[src/rtl/mips32_loader_pkg.sv]
// Shared types and constants for the MIPS32 program loader.
// Header word layout: bits [HDR_N_MSB:0] carry the instruction count.
package mips32_loader_pkg;

   localparam int NUM_REGS  = 32;
   localparam int REG_AW    = 5;
   localparam int HDR_N_MSB = 15;

   typedef enum logic [2:0] {
      HEADER,
      LOAD_REGS,
      LOAD_INST,
      DONE,
      ERROR
   } state_t;

endpackage

[src/rtl/mips32_program_loader.sv]
// Streams a header, 32 register words and N instruction words into the core's
// register file and instruction memory, holding the core stalled until done.
module mips32_program_loader #(
   parameter int IMEM_DEPTH = 256,
   parameter int IMEM_AW    = 8,
   parameter int NUM_REGS   = 32
) (
   input  logic               clk,
   input  logic               reset,
   input  logic               start,
   input  logic               in_valid,
   input  logic [31:0]        in_data,
   output logic               in_ready,
   output logic               rf_we,
   output logic [4:0]         rf_addr,
   output logic [31:0]        rf_wdata,
   output logic               imem_we,
   output logic [IMEM_AW-1:0] imem_addr,
   output logic [31:0]        imem_wdata,
   output logic               cpu_run,
   output logic               error
);

   import mips32_loader_pkg::*;

   state_t              state;
   logic [REG_AW-1:0]   reg_cnt;
   logic [IMEM_AW-1:0]  inst_cnt;
   logic [IMEM_AW-1:0]  n_last;
   logic [HDR_N_MSB:0]  hdr_n;
   logic                hdr_bad;
   logic                fire;

   assign fire    = in_valid && in_ready;
   assign hdr_n   = in_data[HDR_N_MSB:0];
   assign hdr_bad = (hdr_n == '0) || (32'(hdr_n) > 32'(IMEM_DEPTH));

   // in_ready is registered alongside every state change, so it never sees in_valid
   always_ff @(posedge clk) begin
      if (reset) begin
         state      <= HEADER;
         in_ready   <= 1'b1;
         rf_we      <= 1'b0;
         rf_addr    <= '0;
         rf_wdata   <= '0;
         imem_we    <= 1'b0;
         imem_addr  <= '0;
         imem_wdata <= '0;
         cpu_run    <= 1'b0;
         error      <= 1'b0;
         reg_cnt    <= '0;
         inst_cnt   <= '0;
         n_last     <= '0;
      end else begin
         rf_we   <= 1'b0;
         imem_we <= 1'b0;
         case (state)
            HEADER: begin
               if (fire) begin
                  if (hdr_bad) begin
                     state    <= ERROR;
                     error    <= 1'b1;
                     in_ready <= 1'b0;
                  end else begin
                     n_last  <= IMEM_AW'(hdr_n - 16'd1);
                     reg_cnt <= '0;
                     state   <= LOAD_REGS;
                  end
               end
            end
            LOAD_REGS: begin
               if (fire) begin
                  rf_we    <= 1'b1;
                  rf_addr  <= reg_cnt;
                  rf_wdata <= in_data;
                  reg_cnt  <= reg_cnt + REG_AW'(1);
                  if (reg_cnt == REG_AW'(NUM_REGS - 1)) begin
                     inst_cnt <= '0;
                     state    <= LOAD_INST;
                  end
               end
            end
            LOAD_INST: begin
               if (fire) begin
                  imem_we    <= 1'b1;
                  imem_addr  <= inst_cnt;
                  imem_wdata <= in_data;
                  // Counter holds on the last word so a full-depth load never wraps
                  if (inst_cnt == n_last) begin
                     state    <= DONE;
                     in_ready <= 1'b0;
                  end else begin
                     inst_cnt <= inst_cnt + IMEM_AW'(1);
                  end
               end
            end
            DONE: begin
               if (start) begin
                  cpu_run  <= 1'b0;
                  in_ready <= 1'b1;
                  state    <= HEADER;
               end else begin
                  cpu_run <= 1'b1;
               end
            end
            ERROR: begin
               if (start) begin
                  error    <= 1'b0;
                  in_ready <= 1'b1;
                  state    <= HEADER;
               end
            end
            default: begin
               state    <= HEADER;
               in_ready <= 1'b1;
            end
         endcase
      end
   end

endmodule

[config.mk]
export PLATFORM = sky130hd
export DESIGN_NAME = mips32_program_loader
export DESIGN_NICKNAME = d
export VERILOG_FILES = /design/src/rtl/mips32_loader_pkg.sv /design/src/rtl/mips32_program_loader.sv
export SDC_FILE = /design/constraint.sdc
export NUM_CORES = 1
export LEC_CHECK = 0
export ABC_AREA = 1
export BUFFER_PORTS_ARGS = -buffer_cell sky130_fd_sc_hd__buf_2
export CELL_PAD_IN_SITES_DETAIL_PLACEMENT = 1
export CELL_PAD_IN_SITES_GLOBAL_PLACEMENT = 1
export CORE_MARGIN = 2
export CORE_UTILIZATION = 34
export CTS_CLUSTER_DIAMETER = 120
export DETAILED_ROUTE_END_ITERATION = 7
export GPL_TIMING_DRIVEN = 1
export MAX_ROUTING_LAYER = met4
export PLACE_DENSITY = 0.85
export REMOVE_ABC_BUFFERS = 1
export SLEW_MARGIN = 40
export SYNTH_ARGS = -nofsm -noshare
export SYNTH_HDL_FRONTEND = slang
export SYNTH_SLANG_ARGS = --single-unit
[constraint.sdc]
create_clock -name clk -period 1.7 [get_ports clk]
set_clock_uncertainty 0.2 [all_clocks]
set_input_delay 0.085 -clock clk [delete_from_list [all_inputs] [get_ports clk]]
set_output_delay 0.085 -clock clk [all_outputs]
set_load 0.01 [all_outputs]
# ---- Word level (Yosys, flattened, before mapping)
# Cells that the tools add are included.
dict set report word_totals {
  ff_bits 106
  inputBits 36
  out_inout_bits 82
  wordCells 83
}
dict set report classes {
  addsub 3
  order_cmp 1
  n_eq_ne 16
  mux 29
  bitwise 3
  n_reduce_logical 18
}
# cell n
set op_table {}
lappend op_table {{$mux W8} 4}
lappend op_table {{$mux W3} 7}
lappend op_table {{$ne A2 B2 Y1 const B} 9}
lappend op_table {{$gt A16 B9 Y1 const B} 1}
lappend op_table {{$logic_not A16 Y1} 1}
lappend op_table {{$pmux W8 S2} 1}
lappend op_table {{$mux W5} 3}
lappend op_table {{$pmux W3 S4} 1}
lappend op_table {{$reduce_and A6 Y1} 2}
lappend op_table {{$mux W1} 10}
lappend op_table {{$pmux W5 S2} 1}
lappend op_table {{$add A8 B1 Y8 const B} 1}
lappend op_table {{$eq A8 B8 Y1} 1}
lappend op_table {{$reduce_and A4 Y1} 2}
lappend op_table {{$sub A8 B1 Y8 const B} 1}
lappend op_table {{$eq A3 B2 Y1 const B} 2}
lappend op_table {{$reduce_bool A2 Y1} 3}
lappend op_table {{$reduce_or A2 Y1} 3}
lappend op_table {{$add A5 B1 Y5 const B} 1}
lappend op_table {{$eq A5 B5 Y1 const B} 1}
lappend op_table {{$reduce_and A5 Y1} 1}
lappend op_table {{$pmux W1 S4} 1}
lappend op_table {{$reduce_and A2 Y1} 2}
lappend op_table {{$eq A3 B1 Y1 const B} 1}
lappend op_table {{8 further kinds} 10}

# ---- Logic depth before layout (Yosys ltp)
dict set report depth {
  ltp_word 5
  mapped_depth 11
  ltp_nobuf 11
}

# ---- Least setup slack after synthesis
# No wires, ideal clock.
dict set report synth_path {
  path_type {reg2reg}
  startpoint {reg reg_cnt[0]}
  endpoint {reg inst_cnt[5]}
  setup_time_ps 131
  t_arrival_ps 1378
  t_required_ps 1369
  setup_slack_ps -9
  stages_incl_launch_ff 11
  path_buffers 0
  period_less_slack_ps 1709
  path_cell_list {dfxtp_1 > ha_1 > nand2_1 > nor2_1 > ha_1 > o21ai_4 > nor2_8 > nand2_4 > nand2_4 > nand2_1 > a21oi_2}
}
dict set report synth_between {
  elab_chain_cells 3
}
# item line
set synth_lines {}
lappend synth_lines {{from (decl)} mips32_program_loader.sv:27} ;# logic [REG_AW-1:0] reg_cnt;
lappend synth_lines {{from (signal assigned)} mips32_program_loader.sv:76} ;# reg_cnt <= reg_cnt + REG_AW'(1);
lappend synth_lines {{$eq A5 B5 Y1} mips32_program_loader.sv:77} ;# if (reg_cnt == REG_AW'(NUM_REGS - 1)) begin
lappend synth_lines {{$ne A2 B2 Y1 (no line)} --}
lappend synth_lines {{$reduce_and A5 Y1 (no line)} --}
lappend synth_lines {{to (signal assigned)} mips32_program_loader.sv:93} ;# inst_cnt <= inst_cnt + IMEM_AW'(1);
lappend synth_lines {{to (decl)} mips32_program_loader.sv:28} ;# logic [IMEM_AW-1:0] inst_cnt;
# No other way between the ends.
# A chain may end at the register's enable or synchronous reset.

# ---- Worst setup path in the final report
dict set report layout_path {
  startpoint {reg reg_cnt[0]}
  endpoint {reg inst_cnt[1]}
}
# The elaborated chain is that of the path after synthesis.

==> out/results.txt <==
Vias in the first global route -> 5,242
Top-Level Pins -> 118
Worst min-delay path class -> in -> reg
Starting DRT DRC Count -> 235
Critical path's slowest cell -> dfxtp_2
Final max-slew violation count -> 0
Worst Hold Endpoint -> n_last[7]
Clock-pin transition on the worst setup and hold timing paths -> 0.08 ns
Global-route wire length before repair -> 26,230 um
Vias -> 5,129
Layout cells sized above 1 -> 37.55%
Delay-heaviest family, CP -> simple AND/OR/NAND/NOR gates
H-tree levels -> 3
Die span in y -> 119.4 um
Latest clock arrival within the worst-skew pair -> 0.37 ns
CTS buffer count -> 9
# DRC -> 0
Placer's final routability congestion estimate -> 0.8200
Area share of the largest cell type after synthesis -> 46.84%
CP cell instances -> ha_4 > nand2_4 > nor2_2 > ha_2 > o21ai_4 > nor2_8 > nand2_8 > nand2_1 > inv_1 > o21ai_1 > nor2_1
Max frequency -> 511.8 MHz
Synth area leaders -> dfxtp_1 47%, nand2_1 9.1%, a21oi_1 7.6%
Antenna violations before repair -> 0
Worst reg2reg path startpoint -> reg_cnt[0]
Core ar. -> 13,140 um^2
EDFF count, synth -> 0
Yosys cell types -> 31
Arrival time of the worst setup path -> 2.00 ns
Vias/cell -> 5.304
Initial core utilization -> 34.49%
Overall routing resource usage -> 23.96%
Yosys warning count -> 0
Worst path depth -> 11
Power per cell area -> 1171 nW/um^2
Clock Sinks -> 106
Final Cycle Share -> 114.9%
PortBufs -> 117
Max-Cap Viols -> 0
Total power -> 8.101 mW
Largest net degree at the start of global routing -> 49
Setup_tns -> -2.834 ns
CTS tree -> done
Hold Startpoint -> in_data[5]
Clk root buf -> clkbuf_16
CP Max Fanout -> 8
First-pass iteration count of the detailed router -> 4
Most used DFF post-synth -> dfxtp_1
Fin nets -> 829
Reg-to-reg slack, setup -> -0.25 ns
Crit-path max cell delay -> 0.37 ns
Crit start category -> register
Fin crit period -> 1.954 ns
Area of the multi-input gates -> 2550 um^2
WP buf/inv -> 1
Width of the die -> 119.4 um
Post-place instance area -> 5446 um^2
Final global-route overflow total -> 0
Syn Area/Cell -> 7.564 um^2
Worst Reg-to-Reg Cells -> 11
Area grow syn2layout -> 52.64%
#FFs+latches synth -> 106
R2R Path End -> inst_cnt[1]
Static leakage -> 2.971 nW
Violated checks -> setup timing
Post-synthesis instance area -> 4531 um^2
Final setup viols -> 41
Seq/Total Area, Yosys -> 46.84%
Unrepaired setup endpoints after global routing -> true
Post-DP HPWL -> 10,350 um
Register area -> 2136 um^2
VDD IR max -> 0.5632 mV
Fin. Hold Viols -> 0
Post-synth top cells -> 110 x nand2_1, 106 x dfxtp_1, 87 x nor2_1
Slew HR -> 59.24%
Critical Path RT -> 1.75 ns
Critical path type -> reg -> reg
Final instance area -> 6915 um^2
Worst Hold Depth -> 5
DR WL/cell -> 20.89 um
# fillers -> 1,584
Crit end category -> register
Worst Tran Pin Value -> 0.6114 ns
Most frequent cell after synthesis -> nand2_1
Mapped Cells -> 599
Final Worst Setup Slack -> -0.2539 ns
Status -> complete, but fails checks
Die area -> 14,260 um^2
Placement row count -> 42
Routed WL -> 20,200 um
Antenna diodes -> 0
Leading area contributor after synthesis -> dfxtp_1
Asr flop ratio synth -> 0%
ANT nets after route -> 0
Clock Path Buffers -> 2
-- report_power, final --
group	internal, mW	switching [mW]
combinational	1.12	1.74
sequential	2.81	0.271
clock	1.17	0.995
-- worst max-delay path by stage --
stage               start           end  slack (ns)
2_1_floorplan    state[1]  imem_addr[0]       -0.57
3_3_place_gp   reg_cnt[0]   inst_cnt[5]       -0.06
3_5_place_dp   reg_cnt[1]   inst_cnt[6]       -0.15
4_1_cts        reg_cnt[1]   inst_cnt[6]       -0.12
5_1_grt        reg_cnt[0]   inst_cnt[1]       -0.33
6_report       reg_cnt[0]   inst_cnt[1]       -0.25
-- cells by family (layout without fill, tap and decap cells) --
group / Yosys count / count (layout) / synth area share [%]
flip-flops: 106 / 106 / 46.84
adder cells (fa/ha/maj): 5 / 5 / 1.381
buffers and inverters: 66 / 257 / 6.214
XOR/XNOR: 19 / 19 / 3.673
AO/OA/AOI/OAI: 117 / 117 / 13.53
AND/OR/NAND/NOR: 286 / 287 / 28.36
-- layer usage --
metal | share of wire, % | vias to the layer above | GRT usage, %
li1 | - | 2339 | -
met1 | 38 | 2513 | 27.04
met2 | 53 | 207 | 41.06
met3 | 5.1 | 70 | 5.364
met4 | 4.2 | 0 | 9.926
met5 | 0 | - | -
-- metrics by stage --
step           hold slack (ns)  instances  util (%)  setup slack (ns)
5_1_grt                0.02969        967     52.64           -0.3292
6_report               0.01058        967     52.64           -0.2539
3_5_place_dp            0.1423        887     41.46           -0.1494
2_1_floorplan         -0.05256        564         -           -0.5717
3_3_place_gp            0.1235        887     41.46          -0.05824
4_1_cts              0.0005499        945     47.31           -0.1182
-- cell type report --
| class | instances | area share, % |
|---|---|---|
| timing repair buffer | 211 | 22.78 |
| multi-input combinational | 428 | 36.87 |
| inverter | 31 | 1.972 |
| clock buffer | 10 | 3.456 |
| clock inverter | 4 | 0.7780 |
| timing repair inverter | 1 | 0.07237 |
| tap | 176 | 3.184 |
| sequential | 106 | 30.88 |
-- what timing repair did --
item	4_1_cts	5_1_grt
buffers inserted	6	13
pin swaps	11	34
hold endpoints to repair	77	2
resized for setup	15	148
cloned	0	8
setup endpoints to repair	55	102
hold buffers	38	2
-- worst reg2reg max path: stages, from the launching register on --
cell	delay, ns
dfxtp_2	0.37
ha_4	0.16
nand2_4	0.05
nor2_2	0.11
ha_2	0.22
o21ai_4	0.08
nor2_8	0.19
nand2_8	0.11
nand2_1	0.09
inv_1	0.07
o21ai_1	0.11
nor2_1	0.06
-- registers in the layout (all words and copies together) (netlist names) --
register    count
n_last          8
inst_cnt        8
rf_wdata       32
error           1
rf_we           1
imem_addr       8
reg_cnt         5
imem_wdata     32
cpu_run         1
state           3
in_ready        1
imem_we         1
rf_addr         5
-- placed cells by master (no fill, tap or decap), types with 2 or more instances in the layout --
cell type / count
a21oi_1: 63
a21oi_2: 8
buf_12: 6
buf_2: 117
buf_4: 36
buf_6: 7
buf_8: 2
clkbuf_16: 13
clkinv_4: 3
clkinvlp_4: 2
dfxtp_1: 97
dfxtp_2: 8
dlygate4sd3_1: 39
ha_1: 3
inv_1: 23
inv_2: 3
inv_4: 2
nand2_1: 99
nand2_2: 11
nand2_4: 2
nand2_8: 5
nand3_1: 65
nand3_2: 4
nor2_1: 56
nor2_2: 14
nor2_4: 22
nor3b_1: 2
o21ai_0: 20
o21ai_1: 2
o21ai_2: 17
o21ai_4: 3
xnor2_1: 8
xor2_1: 11
Power figures use the tool's default switching activity.
